[config.mk]
export PLATFORM = sky130hd
export DESIGN_NAME = branch_execution_unit
export DESIGN_NICKNAME = d
export VERILOG_FILES = /design/src/rtl/branch_pkg.sv /design/src/rtl/branch_resolver.sv /design/src/rtl/branch_execution_unit.sv
export SDC_FILE = /design/constraint.sdc
export NUM_CORES = 1
export LEC_CHECK = 0
export CAP_MARGIN = 20
export CORE_MARGIN = 5
export CORE_UTILIZATION = 45
export CTS_BUF_LIST = sky130_fd_sc_hd__clkbuf_8
export CTS_CLUSTER_SIZE = 10
export DETAILED_ROUTE_END_ITERATION = 6
export GPL_ROUTABILITY_DRIVEN = 0
export GPL_TIMING_DRIVEN = 0
export PLACE_DENSITY_LB_ADDON = 0.05
export SKIP_LAST_GASP = 1
export SLEW_MARGIN = 5
export SYNTH_ARGS = -nofsm -noshare
export SYNTH_HDL_FRONTEND = slang
export SYNTH_SLANG_ARGS = --single-unit
[constraint.sdc]
create_clock -name clk -period 6.75 [get_ports clk]
set_input_delay 1.35 -clock clk [delete_from_list [all_inputs] [get_ports clk]]
set_output_delay 1.35 -clock clk [all_outputs]
set_load 0.05 [all_outputs]
[src/rtl/branch_pkg.sv]
// rtl/branch_pkg.sv - shared branch funct3 encodings
package branch_pkg;

  localparam logic [2:0] BEQ  = 3'b000;
  localparam logic [2:0] BNE  = 3'b001;
  localparam logic [2:0] BLT  = 3'b100;
  localparam logic [2:0] BGE  = 3'b101;
  localparam logic [2:0] BLTU = 3'b110;
  localparam logic [2:0] BGEU = 3'b111;

endpackage

[src/rtl/branch_resolver.sv]
// rtl/branch_resolver.sv - combinational branch condition, target and mispredict compare
module branch_resolver
  import branch_pkg::*;
#(
  parameter int XLEN = 32
) (
  input  logic [XLEN-1:0] v1,
  input  logic [XLEN-1:0] v2,
  input  logic [XLEN-1:0] pc,
  input  logic [XLEN-1:0] imm,
  input  logic [XLEN-1:0] predicted_next_instruction,
  input  logic            jump,
  input  logic            jalr,
  input  logic            branch,
  input  logic [2:0]      funct3,
  output logic [XLEN-1:0] next_instruction,
  output logic [XLEN-1:0] link_value,
  output logic            mispredicted
);

  logic            taken;
  logic [XLEN-1:0] pc_plus_imm;
  logic [XLEN-1:0] jalr_target;

  assign pc_plus_imm = pc + imm;
  assign link_value  = pc + XLEN'(4);
  // JALR target always has bit 0 cleared
  assign jalr_target = (v1 + imm) & ~XLEN'(1);

  always_comb begin
    taken = 1'b0;
    case (funct3)
      BEQ:     taken = (v1 == v2);
      BNE:     taken = (v1 != v2);
      BLT:     taken = ($signed(v1) < $signed(v2));
      BGE:     taken = ($signed(v1) >= $signed(v2));
      BLTU:    taken = (v1 < v2);
      BGEU:    taken = (v1 >= v2);
      default: taken = 1'b0;
    endcase
  end

  always_comb begin
    next_instruction = link_value;
    if (jump)
      next_instruction = pc_plus_imm;
    else if (jalr)
      next_instruction = jalr_target;
    else if (branch && taken)
      next_instruction = pc_plus_imm;
  end

  assign mispredicted = (next_instruction != predicted_next_instruction);

endmodule

[src/rtl/branch_execution_unit.sv]
// rtl/branch_execution_unit.sv - branch execute stage with in-order result buffer toward the CDB
module branch_execution_unit
  import branch_pkg::*;
#(
  parameter int XLEN      = 32,
  parameter int TAG_WIDTH = 5,
  parameter int BUF_DEPTH = 2
) (
  input  logic                 clk,
  input  logic                 reset,
  input  logic                 ready_to_execute,
  output logic                 accept,
  input  logic [XLEN-1:0]      v1,
  input  logic [XLEN-1:0]      v2,
  input  logic [XLEN-1:0]      pc,
  input  logic [XLEN-1:0]      imm,
  input  logic [XLEN-1:0]      predicted_next_instruction,
  input  logic                 jump,
  input  logic                 jalr,
  input  logic                 branch,
  input  logic [2:0]           funct3,
  input  logic                 branch_prediction,
  input  logic [TAG_WIDTH-1:0] rob_tag_in,
  input  logic                 flush,
  input  logic                 cdb_grant,
  output logic                 write_to_buffer,
  output logic [XLEN-1:0]      next_instruction,
  output logic [XLEN-1:0]      link_value,
  output logic                 branch_mispredicted,
  output logic [TAG_WIDTH-1:0] rob_tag_out
);

  localparam int PTR_W = (BUF_DEPTH > 1) ? $clog2(BUF_DEPTH) : 1;
  localparam int CNT_W = $clog2(BUF_DEPTH + 1);
  localparam logic [CNT_W-1:0] FULL_CNT = CNT_W'(BUF_DEPTH);

  logic [XLEN-1:0]      res_next;
  logic [XLEN-1:0]      res_link;
  logic                 res_mis;

  logic [XLEN-1:0]      next_mem [BUF_DEPTH];
  logic [XLEN-1:0]      link_mem [BUF_DEPTH];
  logic                 mis_mem  [BUF_DEPTH];
  logic [TAG_WIDTH-1:0] tag_mem  [BUF_DEPTH];

  logic [PTR_W-1:0]     wr_ptr;
  logic [PTR_W-1:0]     rd_ptr;
  logic [CNT_W-1:0]     count;
  logic                 full;
  logic                 dequeue;

  // Prediction bit travels with the op for tracing only
  logic                 unused_prediction;
  assign unused_prediction = branch_prediction;

  branch_resolver #(
    .XLEN(XLEN)
  ) u_resolver (
    .v1                         (v1),
    .v2                         (v2),
    .pc                         (pc),
    .imm                        (imm),
    .predicted_next_instruction (predicted_next_instruction),
    .jump                       (jump),
    .jalr                       (jalr),
    .branch                     (branch),
    .funct3                     (funct3),
    .next_instruction           (res_next),
    .link_value                 (res_link),
    .mispredicted               (res_mis)
  );

  assign full            = (count == FULL_CNT);
  assign accept          = ready_to_execute && !full && !flush && !reset;
  assign write_to_buffer = (count != '0) && !reset;
  assign dequeue         = write_to_buffer && cdb_grant;

  // Storage needs no reset: entries are only visible while counted
  always_ff @(posedge clk) begin
    if (accept) begin
      next_mem[wr_ptr] <= res_next;
      link_mem[wr_ptr] <= res_link;
      mis_mem[wr_ptr]  <= res_mis;
      tag_mem[wr_ptr]  <= rob_tag_in;
    end
  end

  always_ff @(posedge clk) begin
    if (reset || flush) begin
      count  <= '0;
      wr_ptr <= '0;
      rd_ptr <= '0;
    end else begin
      if (accept)
        wr_ptr <= (wr_ptr == PTR_W'(BUF_DEPTH - 1)) ? '0 : wr_ptr + PTR_W'(1);
      if (dequeue)
        rd_ptr <= (rd_ptr == PTR_W'(BUF_DEPTH - 1)) ? '0 : rd_ptr + PTR_W'(1);
      count <= count + CNT_W'(accept) - CNT_W'(dequeue);
    end
  end

  assign next_instruction    = write_to_buffer ? next_mem[rd_ptr] : '0;
  assign link_value          = write_to_buffer ? link_mem[rd_ptr] : '0;
  assign branch_mispredicted = write_to_buffer ? mis_mem[rd_ptr]  : 1'b0;
  assign rob_tag_out         = write_to_buffer ? tag_mem[rd_ptr]  : '0;

endmodule
==> results of run 1 <==
through the flow:
| stage | total power [mW] | area [um^2] | hold WS [ps] | cells | TNS (ps) |
|---|---|---|---|---|---|
| after global placement | 1.93 | 14900 | 537 | 1871 | -78140 |
| after global routing | 2.75 | 15400 | 607 | 1908 | 0 |
| after CTS | 2.62 | 15400 | 558 | 1906 | 0 |
| after detailed placement | 1.94 | 15000 | 536 | 1874 | 0 |
| final | 2.62 | 15400 | 558 | 1908 | 0 |
| after floorplan | 1.60 | 12000 | 518 | 1289 | 0 |
layer usage:
metal	share of wire [%]	wire length [um]	up-vias	GRT usage [%]
li1	-	-	5405	-
met1	43	16800	5212	34.0
met2	46	18000	519	40.9
met3	8.6	3350	72	4.71
met4	2.6	1030	0	8.28
met5	0	0	-	0
registers in the layout, indices dropped and copies added, names as in the netlist, named ones only:
name and cells:
mis_mem 2, tag_mem 10, next_mem 64, wr_ptr 1
link_mem 64, rd_ptr 1, count 2
cell families after synthesis:
logic type	count (synthesis)	synth area share, %
simple gates	433	17.7
compound gates	332	19.2
flops	145	35.9
buf+inv	110	3.55
fa+ha+maj	98	10.4
xor+xnor	97	7.08
mux	74	6.19
placed cells by master (no fill, tap or decap), drive strengths merged, types with 23 or more instances in the layout:
cell type | synthesis | layout
a21o | 37 | 37
a21oi | 81 | 81
and3 | 24 | 24
clkbuf | 37 | 55
clkdlybuf4s50 | 0 | 247
edfxtp | 140 | 140
ha | 96 | 96
inv | 63 | 71
mux2i | 73 | 73
nand2 | 93 | 93
nand3 | 23 | 23
nand4 | 28 | 28
nor2 | 149 | 149
nor3 | 30 | 30
o21ai | 50 | 50
xnor2 | 50 | 50
xor2 | 47 | 47
power by group through the flow:
stage | clock [mW] | sequential, mW | combinational [mW]
floorplan | 0 | 1.05 | 0.549
global placement | 0 | 1.05 | 0.878
detailed placement | 0 | 1.05 | 0.889
CTS | 0.692 | 1.03 | 0.894
global route | 0.737 | 1.03 | 0.984
finish | 0.679 | 1.03 | 0.912
final cells by class:
class                   count  area, um^2  share of cell area, %
clock inverters            14         144                  0.937
well taps                 335         419                   2.73
diodes                      2        5.00                 0.0326
repair buffers            250        2540                   16.5
plain buffers              46         185                   1.21
flip-flops and latches    145        4300                   28.0
multi-input cells        1034        7270                   47.4
inverters                  64         240                   1.56
clock buffers              18         248                   1.61
worst max-delay path, delay by kind of cell:
kind | cells | cell delay, ps
simple gates | 8 | 2060
fa+ha+maj | 1 | 440
compound gates | 5 | 1100
buf+inv | 4 | 1540
worst paths after layout:
kind / slack, ps / cells after the start / endpoint / start
worst min-delay path: 560 / 2 / rd_ptr$_SDFFE_PP0P_ / rd_ptr$_SDFFE_PP0P_
worst max-delay path: 380 / 18 / mis_mem[0]$_DFFE_PP_ / v1[31]
worst min register to register: 560 / 2 / rd_ptr$_SDFFE_PP0P_ / rd_ptr$_SDFFE_PP0P_
worst max register to register: 4470 / 5 / next_mem[0][6]$_DFFE_PP_ / count[0]$_SDFF_PP0_
==> run_results.csv, run 1 <==
group,metric,value,unit
grt,grt_max_degree,51,
power,pwr-share-clk,25.9,%
sta,tightest_slew,1050,ps
critical_path,cp.arrival,6510,ps
power,power_density,171,nW/um^2
clock_network,clock-root-buffer,"clkbuf_8",
power,p_sw,909,uW
detailed_routing,viasPerCell,5.87,
grt,grt_use_total,25.2,%
floorplanning,rows,59,
clock_network,cts_num_sinks,145,
synthesis,synth.area.top_cells,"edfxtp_1 35%, ha_1 10%, mux2i_1 6.1%",
synthesis,synth_seq_area_share,35.9,%
sta,maxSlewHeadroom,29.8,%
synthesis,synth_ff_type,"edfxtp_1",
placed_design,hpwl,32400,um
floorplanning,ios,249,
critical_path,required,6890,ps
grt,grt_pass1_wl,59700,um
synthesis,postSynthCellCount,1289,
synthesis,synth_area,12000,um^2
sta,rsz0062_at_grt,"no",
power,power_frac_seq,39.3,%
sta,fin_worst_skew,19.0,ps
power,ir_drop,137,uV
sta,worst_slack,382,ps
detailed_routing,ant_nets,0,
clock_network,cts_setup_buffers,0,
detailed_routing,wl_per_cell,20.5,um
job,max_cap_viol_count,0,
synthesis,syn-num-nets,1564,
sta,fmax,157,MHz
clock_network,cts_resized,0,
clock_network,path_clk_slew,100,ps
sta,period_share,94.3,%
synthesis,synth.avg_cell_area,9.30,um^2
critical_path,start_kind,"primary input",
floorplanning,start_util,45.9,%
finish,syn2layout_area_growth,28.1,%
clock_network,cts_tree,"built",
power,leakagePower,5.74,nW
detailed_routing,num_vias,11200,
critical_path,slowest_delay,540,ps
sta,finalCriticalPeriod,6370,ps
critical_path,path_class,"in2reg",
clock_network,htree_levels,4,
synthesis,synth_top_area_cell,"edfxtp_1",
detailed_routing,drc,0,
finish,fin_util,58.8,%
sta,setup_viol,0,
critical_path,worstPathCellList,"clkdlybuf4s50_1, ha_1, and4_4, and3_1, a221oi_1, o211ai_1, o22a_1, or2_1, buf_2, nor2_1, buf_2, buf_1, nand2_1, a31oi_1, o211ai_1, nor4_1, and4_1, nand4_1",
synthesis,yosysTopAreaCellShare,35.1,%
clock_network,cts_buffers,17,
finish,nets,1833,
critical_path,end_kind,"flop",
critical_path,slowest_stage,"nor2_1",
power,switching_share,34.7,%
power,p_int,1.71,mW
floorplanning,die_area,30000,um^2
detailed_routing,drtIter0Drc,1209,
synthesis,synth_edf_count,140,
synthesis,synthTopCellsByCount,"148 x nor2_1, 140 x edfxtp_1, 96 x ha_1",
grt,overflow,0,
critical_path,crit_path_max_fanout,10,
placed_design,dp_slack,12.5,ps
sta,finalMaxSlewViolations,0,
floorplanning,core,26100,um^2
finish,drive_gt1_share,4.01,%
finish,fillers,2337,
detailed_routing,routed_wl,39100,um
synthesis,synth_cell_types,86,
placed_design,numPortBuffers,247,
floorplanning,die_h,173,um
detailed_routing,drtPass1Iterations,6,
min_path,hold_path_class,"reg2reg",
synthesis,yosysWarnings,0,
power,pwr-share-comb,34.8,%
grt,antenna_found_initial,2,
synthesis,synth-seq-cells,145,
grt,grt_pass1_vias,11000,
synthesis,async_reset_ff_share,0,%
synthesis,synth.most_common_cell,"nor2_1",
sta,hold_viol,0,
floorplanning,die_w,173,um
outcome,status,"completed",
clock_network,clkLatencyLatePin,450,ps
clock_network,postCtsHoldBufs,0,
clock_network,clk_path_buf_depth,2,
(Power assumes the default switching activity.)
==> run 2, diff against run 1 <==
--- a/config.mk
+++ b/config.mk
@@ -5,10 +5,11 @@
 export SDC_FILE = /design/constraint.sdc
 export NUM_CORES = 1
 export LEC_CHECK = 0
-export CAP_MARGIN = 20
+export CAP_MARGIN = 40
 export CORE_MARGIN = 5
 export CORE_UTILIZATION = 45
 export CTS_BUF_LIST = sky130_fd_sc_hd__clkbuf_8
+export CTS_CLUSTER_DIAMETER = 120
 export CTS_CLUSTER_SIZE = 10
 export DETAILED_ROUTE_END_ITERATION = 6
 export GPL_ROUTABILITY_DRIVEN = 0
==> run_results.csv, run 2 (synthesized netlist as in run 1, its figures left out) <==
group,metric,value,unit
detailed_routing,viasPerCell,5.90,
clock_network,path_clk_slew,90,ps
sta,setup_viol,0,
placed_design,hpwl,32400,um
min_path,hold_path_class,"reg2reg",
job,max_cap_viol_count,0,
detailed_routing,num_vias,11300,
detailed_routing,ant_nets,0,
power,leakagePower,5.73,nW
clock_network,postCtsHoldBufs,0,
floorplanning,die_w,173,um
floorplanning,core,26100,um^2
finish,largestRegisters,"link_mem (64), next_mem (64), tag_mem (10)",
grt,grt_pass1_vias,10900,
critical_path,worstPathCellList,"clkdlybuf4s50_1, ha_1, and4_4, and3_1, a221oi_1, o211ai_1, o22a_1, or2_1, buf_2, nor2_1, buf_2, buf_1, nand2_1, a31oi_1, o211ai_1, nor4_1, and4_1, nand4_1",
critical_path,crit_path_max_fanout,10,
grt,overflow,0,
clock_network,cts_num_sinks,145,
floorplanning,start_util,45.9,%
finish,syn2layout_area_growth,28.1,%
outcome,status,"finished, violations left",
placed_design,place_inst,1875,
critical_path,end_kind,"flop",
sta,hold_viol,0,
floorplanning,die_h,173,um
clock_network,clkLatencyLatePin,460,ps
power,ir_drop,103,uV
sta,maxSlewHeadroom,41.2,%
critical_path,path_class,"in2reg",
critical_path,slowest_stage,"nor2_1",
finish,drive_gt1_share,4.01,%
sta,finalMaxSlewViolations,0,
sta,period_share,95.6,%
sta,fmax,155,MHz
power,power.total,2.62,mW
critical_path,cp.buffers_inverters,4,
placed_design,numPortBuffers,247,
finish,final_common_cell,"clkdlybuf4s50_1",
grt,grt_pass1_wl,59800,um
sta,tightest_slew,860,ps
outcome,violations,"DRC",
critical_path,crit_family,"simple AND/OR/NAND/NOR gates",
detailed_routing,drc,16,
detailed_routing,drtIter0Drc,1162,
critical_path,start_kind,"primary input",
critical_path,slowest_delay,550,ps
placed_design,dp_slack,2.46,ps
clock_network,cts_setup_buffers,0,
clock_network,clk_path_buf_depth,2,
detailed_routing,routed_wl,39200,um
sta,finalCriticalPeriod,6460,ps
sta,setup-tns-final,0,ps
clock_network,cts_buffers,17,
sta,fin_worst_skew,20.5,ps
floorplanning,rows,59,
sta,worst_slack,295,ps
critical_path,required,6900,ps
clock_network,cts_tree,"built",
clock_network,clock-root-buffer,"clkbuf_8",
grt,grt_max_degree,51,
clock_network,htree_levels,4,
floorplanning,die_area,30000,um^2
finish,final_cell_mix,"247 x clkdlybuf4s50_1, 148 x nor2_1, 140 x edfxtp_1",
grt,antenna_found_initial,2,
finish,stdcell_count,1909,
grt,grt_use_total,25.3,%
clock_network,cts_resized,0,
finish,fin_util,58.8,%
sta,rsz0062_at_grt,"no",
detailed_routing,drtPass1Iterations,7,
detailed_routing,wl_per_cell,20.5,um
power,power_density,170,nW/um^2
floorplanning,ios,249,
finish,nets,1834,
critical_path,cp.arrival,6600,ps
-- run 2: per-stage QoR --
step,cell area [um^2],hold slack [ps]
floorplan,12000,518
global placement,14900,537
detailed placement,15000,536
CTS,15400,556
global route,15400,606
finish,15400,555
-- run 2: worst paths after layout --
path | slack (ps) | start | depth (start not counted) | endpoint
worst max-delay path | 290 | v1[31] | 18 | mis_mem[0]$_DFFE_PP_
worst max register to register | 4490 | count[0]$_SDFF_PP0_ | 5 | link_mem[0][6]$_DFFE_PP_
worst min-delay path | 550 | rd_ptr$_SDFFE_PP0P_ | 2 | rd_ptr$_SDFFE_PP0P_
worst min register to register | 550 | rd_ptr$_SDFFE_PP0P_ | 2 | rd_ptr$_SDFFE_PP0P_
-- run 2: routing by layer --
metal / track usage (%) / vias up / part of all wire, %
met3: 4.62 / 75 / 8.6
met2: 41.4 / 563 / 46
li1: - / 5410 / -
met1: 34.2 / 5214 / 43
met5: 0 / - / 0
met4: 7.52 / 0 / 2.6
-- run 2: final cells by class --
| type | count | area (um^2) |
|---|---|---|
| clock buffers | 19 | 262 |
| well taps | 335 | 419 |
| flip-flops and latches | 145 | 4300 |
| repair buffers | 251 | 2550 |
| multi-input cells | 1034 | 7270 |
| plain buffers | 46 | 185 |
| diodes | 2 | 5.00 |
| inverters | 64 | 240 |
| clock inverters | 13 | 128 |
| fillers | 2333 | 10800 |
-- run 2: power by group --
part / leakage (nW) / switching [mW] / internal [mW]
combinational: 4.23 / 0.543 / 0.372
clock: 0.189 / 0.355 / 0.317
sequential: 1.31 / 0.00406 / 1.03
total: 5.73 / 0.902 / 1.72
-- run 2: worst reg2reg max path: stages (launching register included) --
cell     delay (ps)
dfxtp_1         340
inv_1            60
a21oi_1         360
nor2b_4         680
buf_12          270
buf_12          220
